$ cat src/rtl/uart_pkg.sv
// uart_pkg: shared FSM states, data width and bit-period helpers for fifo_uart_tx; PARITY exists only with UART_PARITY_EN
package uart_pkg;
  localparam int DATA_W = 8;
  typedef enum logic [2:0] {
    IDLE,
    REQ,
    LOAD,
    START,
    DATA,
`ifdef UART_PARITY_EN
    PARITY,
`endif
    STOP
  } state_t;
  function automatic int bit_cnt_max(int clk_freq, int baud);
    return clk_freq / baud;
  endfunction
  function automatic int bit_cnt_w(int clk_freq, int baud);
    return $clog2(bit_cnt_max(clk_freq, baud)) < 1 ? 1 : $clog2(bit_cnt_max(clk_freq, baud));
  endfunction
endpackage

$ cat src/rtl/uart_bit_timer.sv
// uart_bit_timer: bit-period counter, cleared on state entry, pulses bit_done on its last count
module uart_bit_timer #(
  parameter int MAX = 434,
  parameter int W = 9
) (
  input  logic clk,
  input  logic rst_n,
  input  logic clr,
  output logic bit_done
);
  localparam logic [W-1:0] LAST = W'(MAX - 1);
  logic [W-1:0] cnt;
  assign bit_done = cnt == LAST;
  always_ff @(posedge clk or negedge rst_n)
    if (!rst_n) cnt <= '0;
    else cnt <= (clr || bit_done) ? '0 : cnt + 1'b1;
endmodule

$ cat src/rtl/fifo_uart_tx.sv
// fifo_uart_tx: drains the FIFO and sends each byte as a UART frame, LSB first; UART_PARITY_EN inserts an even-parity bit
module fifo_uart_tx
  import uart_pkg::*;
#(
  parameter int CLK_FREQ = 50_000_000,
  parameter int BAUD = 115200
) (
  input  logic              clk,
  input  logic              rst_n,
  input  logic              rdempty,
  input  logic [DATA_W-1:0] q,
  output logic              rdreq,
  output logic              tx,
  output logic              busy
);
  localparam int BCM = bit_cnt_max(CLK_FREQ, BAUD);
  localparam int CW = bit_cnt_w(CLK_FREQ, BAUD);
  state_t state, state_n;
  logic [2:0] idx, idx_n;
  logic [DATA_W-1:0] sh, sh_n;
  logic tx_n, bit_done;
  uart_bit_timer #(.MAX(BCM), .W(CW)) u_timer (
    .clk(clk),
    .rst_n(rst_n),
    .clr(state_n != state),
    .bit_done(bit_done)
  );
  // sh rotates rather than shifts, so it holds the original byte again once DATA ends
  always_comb begin
    state_n = state;
    idx_n = idx;
    sh_n = sh;
    case (state)
      IDLE: state_n = rdempty ? IDLE : REQ;
      REQ: state_n = LOAD;
      LOAD: begin
        state_n = START;
        sh_n = q;
      end
      START: begin
        state_n = bit_done ? DATA : START;
        idx_n = '0;
      end
      DATA: if (bit_done) begin
        sh_n = {sh[0], sh[DATA_W-1:1]};
        idx_n = idx + 3'd1;
`ifdef UART_PARITY_EN
        state_n = (idx == 3'd7) ? PARITY : DATA;
`else
        state_n = (idx == 3'd7) ? STOP : DATA;
`endif
      end
`ifdef UART_PARITY_EN
      PARITY: state_n = bit_done ? STOP : PARITY;
`endif
      STOP: state_n = bit_done ? IDLE : STOP;
      default: state_n = IDLE;
    endcase
  end
`ifdef UART_PARITY_EN
  assign tx_n = (state_n == START) ? 1'b0 : (state_n == DATA) ? sh_n[0] : (state_n == PARITY) ? ^sh_n : 1'b1;
`else
  assign tx_n = (state_n == START) ? 1'b0 : (state_n == DATA) ? sh_n[0] : 1'b1;
`endif
  always_ff @(posedge clk or negedge rst_n)
    if (!rst_n) begin
      state <= IDLE;
      idx <= '0;
      sh <= '0;
      tx <= 1'b1;
      rdreq <= 1'b0;
      busy <= 1'b0;
    end else begin
      state <= state_n;
      idx <= idx_n;
      sh <= sh_n;
      tx <= tx_n;
      rdreq <= state_n == REQ;
      busy <= state_n != IDLE;
    end
endmodule
$ cat config.mk
export PLATFORM = sky130hd
export DESIGN_NAME = fifo_uart_tx
export DESIGN_NICKNAME = d
export VERILOG_FILES = /design/src/rtl/uart_pkg.sv /design/src/rtl/uart_bit_timer.sv /design/src/rtl/fifo_uart_tx.sv
export SDC_FILE = /design/constraint.sdc
export NUM_CORES = 1
export LEC_CHECK = 0
export CAP_MARGIN = 20
export CORE_AREA = 2 2 60 62
export CTS_CLUSTER_SIZE = 12
export DETAILED_ROUTE_END_ITERATION = 7
export DIE_AREA = 0 0 62 64
export SKIP_CTS_REPAIR_TIMING = 1
export SLEW_MARGIN = 20
export SYNTH_ARGS = -nofsm -noshare
export SYNTH_HDL_FRONTEND = slang
export SYNTH_SLANG_ARGS = --single-unit
$ cat constraint.sdc
create_clock -name clk -period 3.14 [get_ports clk]
set_input_delay 0.314 -clock clk [delete_from_list [all_inputs] [get_ports clk]]
set_output_delay 0.314 -clock clk [all_outputs]
set_load 0.05 [all_outputs]
After elaboration in Yosys (flattened, before gate mapping)
Cells that the tools add are included.
{"block": "word_totals", "elab_cells": 42, "input_bits": 11, "out_inout_bits": 3, "regBits": 26}
{"block": "classes", "reduce_logical": 7, "add_sub_neg": 2, "eq_ne": 12, "n_mux": 13}
{"op": "$pmux 3 s6", "n": 1}
{"op": "$pmux 8 s2", "n": 1}
{"op": "$eq 3x3->1 const B", "n": 4}
{"op": "$mux 3", "n": 4}
{"op": "$add 9x1->9 const B", "n": 1}
{"op": "$eq 3x2->1 const B", "n": 3}
{"op": "$eq 9x9->1 const B", "n": 1}
{"op": "$mux 9", "n": 1}
{"op": "$mux 8", "n": 1}
{"op": "$eq 3x1->1 const B", "n": 2}
{"op": "$pmux 3 s2", "n": 1}
{"op": "$mux 1", "n": 4}
{"op": "$reduce_and 2->1", "n": 2}
{"op": "$reduce_bool 2->1", "n": 2}
{"op": "$add 3x1->3 const B", "n": 1}
{"op": "$logic_not 3->1", "n": 1}
{"op": "$ne 3x3->1", "n": 1}
{"op": "$reduce_bool 3->1", "n": 1}
{"op": "$ne 2x2->1 const B", "n": 1}
{"op": "$logic_or 1x1->1", "n": 1}

Depth between registers and ports, before layout
Gate-level depths: netlist (run 1).
{"block": "logic_depth", "word_depth": 7, "mapped_depth": 8, "ltp_nobuf": 6}

Hierarchy
A second synthesis (run 1) with hierarchy kept.
{"block": "hier_totals", "hier_cells": 136, "area_unflattened_um2": 1387.6}
{"mod": "fifo_uart_tx", "cells_each": 88, "instances": 1, "seq_area_each_um2": 426.7, "area_each_um2": 902.1}
{"mod": "uart_bit_timer", "cells_each": 48, "instances": 1, "seq_area_each_um2": 225.2, "area_each_um2": 485.5}

Worst setup path before layout (run 1)
No wires, ideal clock.
{"block": "synth_timing", "path_kind": "reg-to-reg", "start": "register u_timer.cnt[0]", "end": "register tx", "slack_ns": 1.486, "path_stages_with_launch": 7, "setup_ns": 0.083, "n_path_buf": 1, "synth_period_minus_slack_ns": 1.654, "required_time_ns": 3.057, "arrival_time_ns": 1.570, "cell_sequence": "dfrtp_1 -> ha_1 -> and4_1 -> clkbuf_1 -> and3_1 -> a221o_1 -> o32a_1"}
{"block": "synth_via", "elab_cells_between_ends": 11, "classes_between": "eq/ne: 3; mux: 8"}
{"item": "start: declaration", "line_no": "uart_bit_timer.sv:12", "rtl": "logic [W-1:0] cnt;"}
{"item": "start signal: assignment", "line_no": "uart_bit_timer.sv:16", "rtl": "else cnt <= (clr || bit_done) ? '0 : cnt + 1'b1;"}
{"item": "$eq 9x9->1", "line_no": "uart_bit_timer.sv:13", "rtl": "assign bit_done = cnt == LAST;"}
{"item": "$mux 8", "line_no": "fifo_uart_tx.sv:44", "rtl": "DATA: if (bit_done) begin"}
{"item": "$pmux 8 s2", "line_no": "fifo_uart_tx.sv:33", "rtl": "case (state)"}
{"item": "named net sh_n[0]", "line_no": "fifo_uart_tx.sv:20", "rtl": "logic [DATA_W-1:0] sh, sh_n;"}
{"item": "$mux 1 (2 in a row)", "line_no": "fifo_uart_tx.sv:63", "rtl": "assign tx_n = (state_n == START) ? 1'b0 : (state_n == DATA) ? sh_n[0] : 1'b1;"}
{"item": "named net tx_n", "line_no": "fifo_uart_tx.sv:21", "rtl": "logic tx_n, bit_done;"}
{"item": "end signal: assignment", "line_no": "fifo_uart_tx.sv:77", "rtl": "tx <= tx_n;"}
{"item": "end: declaration", "line_no": "fifo_uart_tx.sv:13", "rtl": "output logic tx,"}
The timed path passes the listed nets, and every way through them passes these cells. The select of a mux whose other input is x is not followed.
A chain may end at the register's enable or synchronous reset.

Final worst setup path (run 1)
{"block": "layout_timing", "start": "register tx", "end": "output tx"}
No word-level cell between the ends.

==> metrics.md, run 1 <==
| Metric | Value |
|---|---|
| Outcome | completed |
| Worst hold slack | 0.322 ns |
| CP cell instances | clkdlybuf4s50_1 |
| # setup viols final | 0 |
| Cell internal pwr | between 0.0004 and 0.0005 W |
| Power share of the clock group | 0.385 |
| Critical Path Start Type | register |
| CP required | 2.83 ns |
| Drt pass-1 iters | 4 |
| DRC errors left | 0 |
| Post-DP Area | 0.00145 mm2 |
| Post-DRT Antenna Nets | 0 |
| Htree depth | 1 |
| Most used routing layer | met2 |
| Setup WS pre-CTS | between 1 and 1.5 ns |
| Cts bufs inserted | 3 |
| Net Switching | between 0.0001 and 0.00015 W |
| Synth warnings | 0 |
| Routed wire length | 2380 um |
| EDFF count, synth | 0 |
| Antenna violations before repair | 0 |
| Combinational Power Share | 0.043 |
| Chip Width | a little over 60 um |
| Maximum VDD drop | around 0.31 mV |
| Rel. slew slack | 0.591 |
| Async SR Flop Fraction | 1.00 |
| First-pass GRT wire length | 4260 um |
| Clock Latency Late Sink | around 0.33 ns |
| Fin area | 0.00150 mm2 |
| Iter 0 DRT Violations | 45 |
| Largest net degree at the start of global routing | 27 |
| Port buffer count | 13 |
| Vias in the first global route | 945 |
| Vias | a little under 1000 |
| Die ar. | a little under 0.004 mm2 |
| Critical path type | reg2out |
| P_leak | 0.665 nW |
| Clock-pin slew on the worst setup and hold paths | ~0.15 ns |
| Die height | between 60 and 70 um |
| Ys flop type | dfrtp_1 |
| Max incr delay on CP | 0.79 ns |
| GRT met3 Usage | 0.0364 |
| Final Cycle Share | 0.634 |
| Layout Area Growth over Synthesis | 17.0% |
| Clock sink count | 26 |
| I/O Pins | 14 |
| Syn Nets | 143 |
| Slowest cell on crit path | clkdlybuf4s50_1 |
| Starting Density | 0.390 |
| Hpwl dp | 1740 um |
| Final hold violation count | 0 |
| Slew @ Worst Pin | 0.611 ns |
| Max Freq | approximately 500 MHz |
| Sequential power share | 0.572 |
| CP bufs+invs | 1 |
| Maxcap violations | 0 |
| Antenna Diode Count | 0 |
| Switch share | 0.194 |
| Worst Skew | between 0.01 and 0.015 ns |
| Max-slew violations | 0 |
| Synth unique cells | 38 |
| Post-DR vias/cell | just over 5 |
| Fin worst setup slack | around 1.1 ns |
| Worst Path Max Fanout | 1 |
| Synthesized instance count | about 130 |
| Nets@finish | 156 |
| Final core occ | 0.456 |
| GP Congestion | about 0.75 |
| Fillers | between 300 and 400 |
| Layout cells sized above 1 | 0.0714 |
| Seq/Total Area, Yosys | 0.509 |
| Met1 Usage GRT | 0.202 |
| Clock Path Buffers | 2 |
| Setup tns final | 0 ns |
| Cell Area, Synth | about 0.0013 mm2 |
| Synthesized area per cell | ~10 um2 |
| Global route overflow | 0 |
| Worst Path Arrival | 1.68 ns |
| Power Density | approximately 400 mW/mm2 |
| Type of the most critical hold path | in2async |
| CP delay by family, top | buffers and inverters |
| Synthesized flop and latch total | 26 |
| Tmin final | approximately 2.0 ns |
| RSZ-0062 raised after global routing | no |
| Gr usage total | 0.140 |
| CP endpoint kind | output pin |
| Core area | between 0.003 and 0.004 mm2 |
| CTS tree | yes |
| Root buf cell | clkbuf_4 |
| M2 GR Usage | 0.208 |
| Site Rows | 21 |
| Routed len/inst | around 13 um |
## synth_stat cells, drive strengths merged, types with 2 or more instances
library cell  count  area [um2]
dfrtp            25         626
nand2            21        78.8
nor2             14        52.6
a22oi             7        52.6
inv               6        22.5
xnor2             6        52.6
a21oi             4        20.0
buf               4        22.5
ha                4        50.1
nand3             4        20.0
o21ai             3        15.0
a31oi             2        12.5
and3              2        12.5
clkbuf            2        7.51
nor2b             2        12.5
nor3              2        10.0
nor3b             2        31.3
## per-stage QoR
step / total power (W) / std cells
4_1_cts: 0.000607 / 186
2_1_floorplan: 0.000353 / 128
3_5_place_dp: 0.000376 / 182
3_3_place_gp: 0.000375 / 182
5_1_grt: 0.000626 / 186
6_report: 0.000600 / 186
## layout by cell type (no fill, tap or decap), types with 2 or more instances in the layout
cell,count
dfrtp_1,25
nand2_1,21
nor2_1,14
clkdlybuf4s50_1,13
a22oi_1,7
inv_1,6
xnor2_1,6
nand3_1,4
a21oi_1,4
ha_1,4
clkbuf_4,3
and3_1,2
nor2b_1,2
o21ai_0,2
nor3_1,2
a31oi_1,2
## layer usage
metal	vias up	share of wire
li1	469	-
met1	473	0.46
met2	19	0.49
met3	2	0.041
met4	0	0.0067
met5	-	0
## worst paths after layout
check / startpoint / endpoint / slack [ns] / cells past startpoint
worst min register to register: idx[0] / idx[0] / 0.50 / 1
worst min-delay path: rst_n / rdreq / 0.32 / 2
min in group clk: idx[0] / idx[0] / 0.50 / 1
worst max-delay path: tx / tx / 1.15 / 1
max in group asynchronous: rst_n / tx / 2.52 / 2
worst max register to register: state[2] / tx / 1.22 / 4
## sequential cells by signal, indices dropped and copies added, names as in the netlist
register / cells
tx: 1
busy: 1
idx: 3
sh: 8
u_timer.cnt: 9
state: 3
rdreq: 1
## final cells by class
class                      instances  area, um2  share of cell area
timing repair buffer              14        138              0.0918
inverter                           6       22.5              0.0150
sequential                        26        652               0.435
clock buffer                       3       22.5              0.0150
tap                               46       57.6              0.0384
multi-input combinational         90        577               0.385
clock inverter                     1       30.0              0.0200
## cell families after synthesis
family,Yosys count,share of synthesized area
simple gates,52,0.210
compound gates,25,0.137
buf+inv,12,0.0410
mux,2,0.0166
fa+ha+maj,4,0.0391
flops,26,0.509
xor+xnor,7,0.0479
## power by group through the flow
stage               clock [W]  sequential, W  combinational [W]
CTS                  0.000238       0.000343          0.0000265
finish               0.000231       0.000343          0.0000257
global placement            0       0.000349          0.0000260
detailed placement          0       0.000349          0.0000264
floorplan                   0       0.000349         0.00000488
global route         0.000253       0.000344          0.0000290
Power figures use the tool's default switching activity.
==> run 2: changes to the inputs <==
Clock period 3.14 ns to 1.8 ns, I/O delays scaled along.
==> metrics.md, run 2 (same netlist as run 1, synthesis figures left out) <==
| Metric | Value |
|---|---|
| CP endpoint kind | register |
| First-pass GRT wire length | 4490 um (+5.4%) |
| CP bufs+invs | 0 (-1) |
| Most common library cell in the layout ignoring fill and taps | dfrtp_1 |
| Max Freq | 598 MHz |
| CP cell instances | ha_1 > and4_1 > and3_1 > a221o_1 > o32a_1 |
| Clock Path Buffers | 2 (unchanged) |
| Critical Path Start Type | register |
| Nets@finish | 162 (+3.8%) |
| I/O Pins | 14 (unchanged) |
| Final hold violation count | 0 (unchanged) |
| FF-to-FF setup slack | 0.13 ns (-1.09 ns) |
| Non-filler instance count after layout | 192 (+3.2%) |
| GP Congestion | 0.797 (+6.4%) |
| Die ar. | 0.00397 mm2 (unchanged) |
| CP delay by family, top | simple AND/OR/NAND/NOR gates |
| Rel. slew slack | 0.671 (+0.0805) |
| Worst Path Max Fanout | 8 (+7) |
| Largest net degree at the start of global routing | 27 (unchanged) |
| Worst setup path startpoint | u_timer.cnt[0] |
| Max-slew violations | 0 (unchanged) |
| Drt pass-1 iters | 4 (unchanged) |
| Layout Area Growth over Synthesis | 19.0% |
| Clock sink count | 26 (unchanged) |
| Reg2reg start | u_timer.cnt[0] |
| Largest registers | u_timer.cnt (9), sh (8) |
| Hpwl dp | 1860 um (+6.8%) |
| Die height | 64 um (unchanged) |
| Fillers | 319 (-0.62%) |
| Port buffer count | 13 (unchanged) |
| CP required | 2.07 ns (-0.76 ns) |
| Clock Latency Late Sink | 0.32 ns (about the same) |
| Tmin final | ~1.7 ns |
| Layout cells sized above 1 | 0.116 (+0.0450) |
| Worst Setup EP | tx |
| DRC errors left | 0 (unchanged) |
| Routed len/inst | 12.8 um (+0.22%) |
| Power Density | 614 mW/mm2 (+53%) |
| Critical path type | reg2reg |
| Antenna Diode Count | 0 (unchanged) |
| Vias in the first global route | 982 (+3.9%) |
| Maxcap violations | 0 (unchanged) |
| Placed Cells | 188 (+3.3%) |
| Global route overflow | 0 (unchanged) |
| Post-DR vias/cell | 5.10 (-1.5%) |
| Path depth of the worst reg2reg path | 5 (+1) |
| Antenna violations before repair | 0 (unchanged) |
| Worst hold slack | 0.209 ns (-0.113 ns) |
| Gr usage total | 0.148 (+0.00790) |
| Most frequent cells in the layout | 25 x dfrtp_1, 21 x nand2_1, 14 x nor2_1, 12 x clkdlybuf4s50_1, 8 x buf_4 |
| Slowest cell on crit path | dfrtp_1 |
| Htree depth | 1 (unchanged) |
| RSZ-0062 raised after global routing | no |
| Reg2reg end | tx |
| Critical Path Stages | 5 (+4) |
| # setup viols final | 0 (unchanged) |
| P_leak | 0.690 nW (+3.8%) |
| Site Rows | 21 (unchanged) |
| Routed wire length | 2460 um (+3.5%) |
| Setup tns final | 0 ns (unchanged) |
| Iter 0 DRT Violations | 42 (-6.7%) |
| Type of the most critical hold path | in2async |
| Outcome | completed |
| Max reg flops | 9 (unchanged) |
| Max incr delay on CP | 0.44 ns (-0.35 ns) |
| Reg with most FFs | u_timer.cnt |
| Root buf cell | clkbuf_4 |
| Chip Width | 62 um (unchanged) |
| Worst Skew | 0.0128 ns (-0.00201 ns) |
| Final Cycle Share | 0.929 |
| Vias | 979 (+1.7%) |
| Cts bufs inserted | 3 (unchanged) |
| Slew @ Worst Pin | 0.492 ns (-0.119 ns) |
| Maximum VDD drop | 0.358 mV (+16%) |
| Starting Density | 0.390 (unchanged) |
| Post-DRT Antenna Nets | 0 (unchanged) |
| Clock-pin slew on the worst setup and hold paths | 0.14 ns (about the same) |
| Core area | 0.00328 mm2 (unchanged) |
| Worst Path Arrival | 1.94 ns (+0.26 ns) |
| CTS tree | yes |
| Final Power | 0.000936 W (+56%) |
==> run 2: cell types whose count changed in the layout (fill, tap and decap cells not counted) <==
cell	delta
buf_4	+7
bufinv_16	-1
clkbuf_8	+1
clkdlybuf4s50_1	-1
==> run 2: worst reg2reg max path: stages, from the launching register on <==
cell	delay, ns
dfrtp_1	0.44
ha_1	0.21
and4_1	0.26
and3_1	0.23
a221o_1	0.32
o32a_1	0.16
==> run 2: cell type report <==
class | instances | area (um2) | area share
multi-input cells | 90 | 577 | 0.378
inverters | 6 | 22.5 | 0.0148
flip-flops and latches | 26 | 652 | 0.427
well taps | 46 | 57.6 | 0.0377
clock buffers | 4 | 36.3 | 0.0238
repair buffers | 20 | 180 | 0.118
==> run 2: layer usage <==
layer  track usage  part of all wire  vias to the layer above
met2         0.217              0.50                       13
li1              -                 -                      482
met4        0.0346             0.013                        0
met1         0.217              0.46                      480
met3        0.0364             0.031                        4
met5             0                 0                        -
==> run 2: per-stage QoR <==
stage	worst slack (ns)	util	instance area [um2]
2_1_floorplan	0.146	-	1280
3_3_place_gp	0.175	0.453	1490
3_5_place_dp	0.122	0.453	1490
4_1_cts	0.113	0.464	1530
5_1_grt	0.0127	0.464	1530
6_report	0.128	0.464	1530
==> run 2: power breakdown <==
group	internal, W	switching, W	total (W)
logic	0.0000252	0.0000204	0.0000456
registers	0.000593	0.00000497	0.000598
clock network	0.000124	0.000169	0.000292
==> run 2: worst min path at each step <==
stage                     startpoint     to  slack, ns
after floorplan                rst_n   busy      -0.12
after global placement         sh[3]  sh[3]       0.46
after detailed placement       sh[1]  sh[1]       0.46
after CTS                      rst_n   busy       0.21
after global routing           rst_n   busy       0.22
final                          rst_n   busy       0.21
==> run 3: changes to the inputs <==
Settings changed: GPL_ROUTABILITY_DRIVEN set to 0.
==> results of run 3 <==
No change in the layout: final DEF, timing and power equal those of run 2.
